File: config.mk
export PLATFORM = sky130hd
export DESIGN_NAME = lc3_fetch
export DESIGN_NICKNAME = d
export VERILOG_FILES = /design/src/rtl/lc3_fetch_pkg.sv /design/src/rtl/lc3_fetch_buf.sv /design/src/rtl/lc3_fetch.sv
export SDC_FILE = /design/constraint.sdc
export NUM_CORES = 1
export LEC_CHECK = 0
export ABC_AREA = 1
export BUFFER_PORTS_ARGS = -buffer_cell sky130_fd_sc_hd__buf_2
export CORE_MARGIN = 4
export CORE_UTILIZATION = 40
export DETAILED_ROUTE_END_ITERATION = 12
export GPL_ROUTABILITY_DRIVEN = 0
export PLACE_DENSITY = 0.59
export SYNTH_ARGS = -nofsm -noshare
export SYNTH_HDL_FRONTEND = slang
export SYNTH_SLANG_ARGS = --single-unit
File: constraint.sdc
create_clock -name clock -period 5.58 [get_ports clock]
set_input_delay 0.837 -clock clock [delete_from_list [all_inputs] [get_ports clock]]
set_output_delay 0.837 -clock clock [all_outputs]
set_load 0.005 [all_outputs]
File: src/rtl/lc3_fetch_pkg.sv
// Shared types and constants for the LC3 instruction-fetch stage.
// Latency: n/a (types only).
// Backpressure: n/a (types only).
package lc3_fetch_pkg;

    // IDLE: nothing outstanding; REQ: request outstanding and its word is kept;
    // SQUASH: request outstanding but its word is thrown away (redirect pending).
    typedef enum logic [1:0] {
        IDLE   = 2'd0,
        REQ    = 2'd1,
        SQUASH = 2'd2
    } fetch_state_e;

    typedef struct packed {
        logic [15:0] instr;
        logic [15:0] npc;
    } fetch_entry_t;

    localparam logic [15:0] LC3_RESET_PC = 16'h3000;

endpackage

File: src/rtl/lc3_fetch_buf.sv
// Fetch buffer: small FIFO of {instr, npc} entries between fetch and decode.
// Latency: a pushed entry is visible at head_o the cycle after the push.
// Backpressure: caller must not push when full (credit-checked upstream); flush wins over push/pop.
//
// Ports: clk_i/rst_i (async active-high), push_i/entry_i write, pop_i read,
//        flush_i empties the buffer, head_o oldest entry, count_o occupancy.
module lc3_fetch_buf
    import lc3_fetch_pkg::*;
#(
    parameter int DEPTH = 2
) (
    input  logic                     clk_i,
    input  logic                     rst_i,
    input  logic                     push_i,
    input  fetch_entry_t             entry_i,
    input  logic                     pop_i,
    input  logic                     flush_i,
    output fetch_entry_t             head_o,
    output logic [$clog2(DEPTH):0]   count_o
);

    localparam int PW = $clog2(DEPTH);
    localparam int CW = PW + 1;

    fetch_entry_t         mem_q [DEPTH];
    logic [PW-1:0]        wr_ptr_q;
    logic [PW-1:0]        rd_ptr_q;
    logic [CW-1:0]        count_q;
    logic                 do_push;
    logic                 do_pop;

    // Guards keep the pointers consistent even if a caller misbehaves.
    assign do_push = push_i & ~flush_i & (count_q != CW'(DEPTH));
    assign do_pop  = pop_i  & ~flush_i & (count_q != '0);

    always_ff @(posedge clk_i or posedge rst_i) begin
        if (rst_i) begin
            wr_ptr_q <= '0;
            rd_ptr_q <= '0;
            count_q  <= '0;
        end else if (flush_i) begin
            wr_ptr_q <= '0;
            rd_ptr_q <= '0;
            count_q  <= '0;
        end else begin
            if (do_push) begin
                wr_ptr_q <= wr_ptr_q + 1'b1;
            end
            if (do_pop) begin
                rd_ptr_q <= rd_ptr_q + 1'b1;
            end
            count_q <= count_q + CW'(do_push) - CW'(do_pop);
        end
    end

    // Storage needs no reset: the head is only consumed when count is non-zero.
    always_ff @(posedge clk_i) begin
        if (do_push) begin
            mem_q[wr_ptr_q] <= entry_i;
        end
    end

    assign head_o  = mem_q[rd_ptr_q];
    assign count_o = count_q;

endmodule

File: src/rtl/lc3_fetch.sv
// LC3 fetch stage: issues PC/instrmem_rd, captures instr_dout, buffers words toward decode.
// Latency: request one cycle after issue; word at fd_* one cycle after memory completion.
// Backpressure: new requests issue only while a buffer slot will be free; fd_valid/fd_ready handshake to decode.
//
// Ports: clock/reset (async active-high); enable_fetch gates issue; br_taken/taddr redirect;
//        PC/instrmem_rd/instr_dout/complete_instr memory side; fd_valid/fd_ready/fd_instr/fd_npc decode side.
module lc3_fetch
    import lc3_fetch_pkg::*;
#(
    parameter logic [15:0] RESET_PC  = LC3_RESET_PC,
    parameter int          BUF_DEPTH = 2
) (
    input  logic        clock,
    input  logic        reset,
    input  logic        enable_fetch,
    input  logic        br_taken,
    input  logic [15:0] taddr,
    output logic [15:0] PC,
    output logic        instrmem_rd,
    input  logic [15:0] instr_dout,
    input  logic        complete_instr,
    output logic        fd_valid,
    input  logic        fd_ready,
    output logic [15:0] fd_instr,
    output logic [15:0] fd_npc
);

    localparam int CW = $clog2(BUF_DEPTH) + 1;

    fetch_state_e  state_q, state_d;
    logic [15:0]   pc_q, pc_d;
    logic [15:0]   pend_q, pend_d;
    logic          rd_q, rd_d;

    logic [CW-1:0] count;
    logic [CW-1:0] occ_after;
    fetch_entry_t  head;
    fetch_entry_t  push_entry;
    logic          complete;
    logic          push;
    logic          pop;
    logic          issue_ok;

    assign complete = rd_q & complete_instr;
    assign fd_valid = (count != '0);
    assign pop      = fd_valid & fd_ready;
    // Only a kept completion with no redirect in the same cycle lands in the buffer.
    assign push     = (state_q == REQ) & complete & ~br_taken;

    // Occupancy after this edge; a new request needs a slot that will still be free
    // when its word returns, so count the push and pop happening right now.
    assign occ_after = count + CW'(push) - CW'(pop);
    assign issue_ok  = enable_fetch & ~br_taken & (occ_after < CW'(BUF_DEPTH));

    assign push_entry = '{instr: instr_dout, npc: pc_q + 16'd1};

    lc3_fetch_buf #(
        .DEPTH (BUF_DEPTH)
    ) u_buf (
        .clk_i   (clock),
        .rst_i   (reset),
        .push_i  (push),
        .entry_i (push_entry),
        .pop_i   (pop),
        .flush_i (br_taken),
        .head_o  (head),
        .count_o (count)
    );

    always_comb begin
        state_d = state_q;
        pc_d    = pc_q;
        pend_d  = pend_q;
        rd_d    = rd_q;
        case (state_q)
            IDLE: begin
                if (br_taken) begin
                    pc_d = taddr;
                end else if (issue_ok) begin
                    state_d = REQ;
                    rd_d    = 1'b1;
                end
            end
            REQ: begin
                if (complete) begin
                    if (br_taken) begin
                        pc_d    = taddr;
                        state_d = IDLE;
                        rd_d    = 1'b0;
                    end else begin
                        pc_d = pc_q + 16'd1;
                        if (issue_ok) begin
                            state_d = REQ;
                            rd_d    = 1'b1;
                        end else begin
                            state_d = IDLE;
                            rd_d    = 1'b0;
                        end
                    end
                end else if (br_taken) begin
                    // Memory forbids changing PC mid-request: remember the target, hold the request.
                    pend_d  = taddr;
                    state_d = SQUASH;
                end
            end
            SQUASH: begin
                if (complete) begin
                    // A redirect on the completing edge is the newest target.
                    pc_d    = br_taken ? taddr : pend_q;
                    state_d = IDLE;
                    rd_d    = 1'b0;
                end else if (br_taken) begin
                    pend_d = taddr;
                end
            end
            default: begin
                state_d = IDLE;
                rd_d    = 1'b0;
            end
        endcase
    end

    always_ff @(posedge clock or posedge reset) begin
        if (reset) begin
            state_q <= IDLE;
            pc_q    <= RESET_PC;
            pend_q  <= RESET_PC;
            rd_q    <= 1'b0;
        end else begin
            state_q <= state_d;
            pc_q    <= pc_d;
            pend_q  <= pend_d;
            rd_q    <= rd_d;
        end
    end

    assign PC          = pc_q;
    assign instrmem_rd = rd_q;
    assign fd_instr    = fd_valid ? head.instr : 16'h0000;
    assign fd_npc      = fd_valid ? head.npc   : 16'h0000;

endmodule

== After elaboration in Yosys (flattened, before gate mapping) ==
Memory sizes are Yosys's and may differ from the RTL's.
Cells that the tools add are included.
Word-level totals
  input port bits: 38
  memories kept: 1
  bits in writable memories: 64
  word-level logic and storage cells: 77
  register bits after elaboration: 39
Memory list
  u_buf.mem_q: words 2, bits a word 32, read ports 1, clocked after Yosys merged registers in 0, write ports 1, RTL line lc3_fetch_buf.sv:25  | fetch_entry_t mem_q [DEPTH];
Cells by class
  bitwise operators: 12
  $add $sub $neg: 7
  reduce and logical (&&, ||, !) cells: 10
  order comparisons: 1
  mux-type cells: 30
  equal/unequal tests: 9
Operator list (count)
  16-bit two-way mux: 7
  16-bit case mux with 3 select lines: 1
  16-bit by 1-bit adder with 16-bit output, second input constant: 1
  1-bit two-way mux: 14
  2-bit two-way mux: 6
  2-bit != test, second input constant: 6
  4-bit AND reduction: 3
  1-bit AND: 10
  2-bit case mux with 3 select lines: 1
  2-bit nonzero test: 3
  2-bit by 1-bit adder with 2-bit output: 2
  2-bit by 1-bit subtractor with 2-bit output: 2
  3-bit != test, second input constant: 1
  1-bit case mux with 3 select lines: 1
  3-bit nonzero test: 1
  1-bit adder, second input constant: 2
  2-bit by 1-bit equality test with 1-bit output, second input constant: 1
  2-bit equality test, second input constant: 1
  2-bit logical NOT: 1
  2-bit < comparator, second input constant: 1
  1-bit NOT: 2
  2-bit AND reduction: 1
  2-bit OR reduction: 1

== Longest topological paths before layout ==
  word-level depth: 11
  gate-level depth with buffers: 12

== Modules after synthesis ==
Synthesis repeated with hierarchy kept, for this count alone.
Unflattened totals
  cells, all modules: 669
  area, all modules: 5564.1 um2
By module, submodules not included
  lc3_fetch: cells an instance 466, instances 1, area an instance 2892.8 um2, sequential area each 880.8 um2
  lc3_fetch_buf: cells an instance 203, instances 1, area an instance 2671.3 um2, sequential area each 2021.9 um2

== Worst setup path after synthesis ==
Ideal clock, no wire load.
  path kind: input -> register
  from: input port complete_instr
  to: memory u_buf.mem_q[1][0] (netlist bit) (enable)
  data arrival time: 2.704 ns
  stages on the path: 6
  data required time: 5.159 ns
  buffers on the path: 0
  path slack: 2.455 ns
  library setup time: 0.421 ns
  path through: nand2_1 -> inv_1 -> nand3_1 -> a21oi_1 -> inv_1 -> nor2_1
Between the ends
  longest elaborated chain between the ends: 7
RTL lines
  from (decl): RTL line lc3_fetch.sv:21  | input logic complete_instr,
  1-bit AND: RTL line lc3_fetch.sv:44  | assign complete = rd_q & complete_instr;
  1-bit AND (2 in series): RTL line lc3_fetch.sv:48  | assign push = (state_q == REQ) & complete & ~br_taken;
  1-bit AND (2 in series): RTL line lc3_fetch_buf.sv:33  | assign do_push = push_i & ~flush_i & (count_q != CW'(DEPTH));
  1-bit two-way mux: RTL line lc3_fetch_buf.sv:58  | if (do_push) begin
  1-bit two-way mux (not written as such): RTL line lc3_fetch_buf.sv:59  | mem_q[wr_ptr_q] <= entry_i;
  to (decl): RTL line lc3_fetch_buf.sv:25
No other way between the ends.

== Final worst setup path ==
  from: input port br_taken
  to: register pc_q[4] (netlist: PC[4])
Between the ends
  longest elaborated chain between the ends: 3
  elaborated cells between the ends (all ways): 7
RTL lines
  from (decl): RTL line lc3_fetch.sv:16  | input logic br_taken,
  16-bit two-way mux (on tied branches)
  16-bit two-way mux (on tied branches): RTL line lc3_fetch.sv:107, lc3_fetch.sv:85
  16-bit case mux with 3 select lines: RTL line lc3_fetch.sv:75  | case (state_q)
  to (signal assigned): RTL line lc3_fetch.sv:131  | pc_q <= pc_d;
  to (decl): RTL line lc3_fetch.sv:31  | logic [15:0] pc_q, pc_d;
Several ways; a longest one is shown, not always the timed one. The select of a mux whose other input is x is not followed.
A chain may end at the register's enable or synchronous reset.

==> flow_metrics.env <==
export IMPL_final_setup_tns_ps=0
export IMPL_setup_viol=0
export IMPL_multi_input_comb_area_um2=1920
export IMPL_portBuffers=87
export IMPL_yosys_warnings=0
export IMPL_drc=0
export IMPL_clockBufferDepth=2
export IMPL_r2r_end="u_buf.mem_q[0][17]$_DFFE_PP_"
export IMPL_synth_edf_count=64
export IMPL_cp_start_kind="input port"
export IMPL_path_cells="buf_2, inv_1, a21oi_1, nand2_1, inv_2, o21ai_0, o21ai_0"
export IMPL_crit_family="buffers and inverters"
export IMPL_cap_violations=0
export IMPL_max_stage_delay_ps=510
export IMPL_drive_gt1_share_pct=18.0
export IMPL_worstMarginPinSlew_ps=1070
export IMPL_antenna_cells=0
export IMPL_post_route_period_util_pct=51.8
export IMPL_whs_endpoint="pend_q[13]$_DFFE_PP1P_"
export IMPL_r2r_slack_ps=3030
export IMPL_r2r_cells=7
export IMPL_cts_repair_resized=0
export IMPL_worstSkewPairLatency_ps=350
export IMPL_max_freq_mhz=346
export IMPL_ant_nets=0
export IMPL_ys_flop_type="edfxtp_1"
export IMPL_synth_seq_cells=103
export IMPL_hold_depth=2
export IMPL_slew_headroom_pct=28.5
export IMPL_status="complete, no violations"
export IMPL_worst_slack_ps=2690
export IMPL_cpMaxStageDelayCell="nand2_1"
export IMPL_drt_iter0_drc=326
export IMPL_cts_buffers=9
export IMPL_cp_arrival_ps=3160
export IMPL_wl_per_cell_um=14.2
export IMPL_grt_pass1_wl_um=20100
export IMPL_synth_top_area_cell="edfxtp_1"
export IMPL_rsz0062_at_grt="false"
export IMPL_irDropWorstVdd_v=0.000264
export IMPL_syn_area_um2=5170
export IMPL_vias=4138
export IMPL_grt_pass1_vias=4059
export IMPL_grt_overflow_total=0
export IMPL_seqCellArea_um2=2900
export IMPL_synth_nets=645
export IMPL_syn_area_per_cell_um2=8.63
export IMPL_ys_seq_area_share_pct=56.2
export IMPL_fin_crit_ps=2890
export IMPL_hold_path_class="reg2reg"
export IMPL_cts_setup_buffers=0
export IMPL_synth_top_cell_area_share_pct=37.2
export IMPL_hp_start="pend_q[13]$_DFFE_PP1P_"
export IMPL_ys_async_sr_fraction_pct=37.9
export IMPL_die_x_um=122
export IMPL_cts_root_buf="clkbuf_16"
export IMPL_cts_reportedPaths_clkPinSlew_ps=70
export IMPL_ctsHoldBuffers=0
export IMPL_die_h_um=122
export IMPL_dieArea_um2=14800
export IMPL_cts_tree="built"
export IMPL_yosysUniqueCellTypes=34
export IMPL_path_max_fanout=39
export IMPL_cts_max_level=3
export IMPL_drt_wl_total_um=12100
export IMPL_start_util_pct=41.0
export IMPL_vias_per_cell=4.86
export IMPL_p_per_area_nw_per_um2=470
export IMPL_cp_common_cell="o21ai_0"
export IMPL_netlist_top_cells_area="edfxtp_1 37%, dfrtp_1 17%, nand2_1 16%"
export IMPL_grt_max_degree=40
export IMPL_fin_nets=721
export IMPL_rows=41
export IMPL_finalHoldViolCount=0
export IMPL_area_delta_synth_final_pct=16.7
export IMPL_worstReg2RegStart="state_q[1]$_DFFE_PP0P_"
export IMPL_total_power_mw=2.83
export IMPL_first_pass_iters=5
export IMPL_end_kind="flop"
export IMPL_nFillCells=1221
export IMPL_preCtsSetupSlack_ps=2290
export IMPL_fin_skew_ps=11.3
export IMPL_syn_inst=599
export IMPL_required_ps=5850
export IMPL_antenna_found_initial=0
export IMPL_worstSetupPathType="in2reg"
export IMPL_cts_sink_count=103
export IMPL_power_leakage_nw=2.79
export IMPL_core_area_um2=12600
export IMPL_crit_buf_inv=3
export IMPL_ios=88
export IMPL_track_usage_pct=17.2
export IMPL_maxSlewViolCount=0
export IMPL_dpl_hpwl_um=8110
==> synthesized netlist by cell type (3+ instances only) <==
cell and n:
o21ai_0 41, dfrtp_1 35, xnor2_1 4, inv_1 49, a21oi_1 50, clkbuf_1 10, ha_1 8, xor2_1 6
edfxtp_1 64, buf_6 3, buf_2 8, and2_1 4, nand2_1 223, nor2_1 40, nand4_1 5, dfstp_2 4
nand3_1 16, nor3_1 3, buf_1 3
==> power breakdown <==
part | total [mW] | switching [mW] | internal (mW)
Sequential | 1.13 | 0.130 | 0.999
Combinational | 1.03 | 0.676 | 0.351
Clock | 0.676 | 0.281 | 0.395
Total | 2.83 | 1.09 | 1.75
==> worst min-delay path, stage by stage, from the launching register on <==
cell     delay [ps]
dfstp_2         360
inv_1            50
o21ai_0          80
==> metal layers <==
layer	global-route usage, %	share of wire [%]	vias to the layer above
li1	-	-	2106
met1	23.7	48	1893
met2	27.6	44	125
met3	3.76	6.6	14
met4	4.55	1.3	0
met5	0	0	-
==> placed cells by master, fill, tap and decap left out, types with 2 or more instances in the layout <==
cell type,Yosys,final
o21ai_1,2,2
nor2_4,2,2
inv_1,49,49
dfstp_2,4,4
xor2_1,6,6
nor3_1,3,3
nand3_1,16,16
buf_4,2,6
xnor2_1,4,4
ha_1,8,8
edfxtp_1,64,64
inv_8,0,2
inv_2,2,2
nand4_1,5,5
bufinv_16,0,2
nand2_1,223,223
and2_1,4,4
o21ai_0,41,41
nand3b_1,2,2
nor2_2,2,5
dfrtp_1,35,35
buf_2,8,87
nor2_1,40,37
a21oi_1,50,50
clkbuf_16,0,9
o22ai_1,2,2
nand3_2,2,2
==> state kept, by name, indices dropped and copies added, names as in the netlist <==
signal          count
state_q             2
instrmem_rd         1
u_buf.wr_ptr_q      1
pend_q             16
u_buf.count_o       2
u_buf.rd_ptr_q      1
PC                 16
u_buf.mem_q        64
==> worst max path at each step <==
stage | startpoint | to | slack [ps] | depth (start not counted)
finish | br_taken | PC[4]$_DFFE_PP0P_ | 2690 | 7
global route | br_taken | PC[1]$_DFFE_PP0P_ | 2370 | 7
CTS | br_taken | PC[4]$_DFFE_PP0P_ | 2670 | 7
detailed placement | br_taken | PC[4]$_DFFE_PP0P_ | 2290 | 7
global placement | br_taken | PC[4]$_DFFE_PP0P_ | 2360 | 7
floorplan | complete_instr | u_buf.mem_q[1][0]$_DFFE_PP_ | 2460 | 6
==> layout make-up <==
| cell class | count | area share, % |
|---|---|---|
| inverters | 51 | 3.17 |
| flip-flops and latches | 103 | 48.1 |
| clock buffers | 9 | 3.73 |
| clock inverters | 6 | 1.56 |
| repair buffers | 93 | 7.97 |
| well taps | 172 | 3.57 |
| multi-input cells | 417 | 31.9 |
==> cell families (layout without fill, tap and decap cells) <==
logic type / Yosys count / count (layout) / synth area share [%]
and+or+nand+nor: 299 / 299 / 23.4
adders and majority gates: 8 / 8 / 1.94
buffers and inverters: 79 / 159 / 6.80
AOI/OAI and AO/OA: 100 / 100 / 10.0
DFF: 103 / 103 / 56.2
xor gates and xnor gates: 10 / 10 / 1.69
==> through the flow <==
stage          util [%]  cells  area, um^2  hold slack (ps)
4_1_cts            47.8    851        6030              508
3_3_place_gp       45.3    836        5710              481
3_5_place_dp       45.3    836        5710              489
6_report           47.8    851        6030              503
5_1_grt            47.8    851        6030              526
2_1_floorplan         -    599        5170              469
No activity file was read; power rests on OpenSTA's default activity.
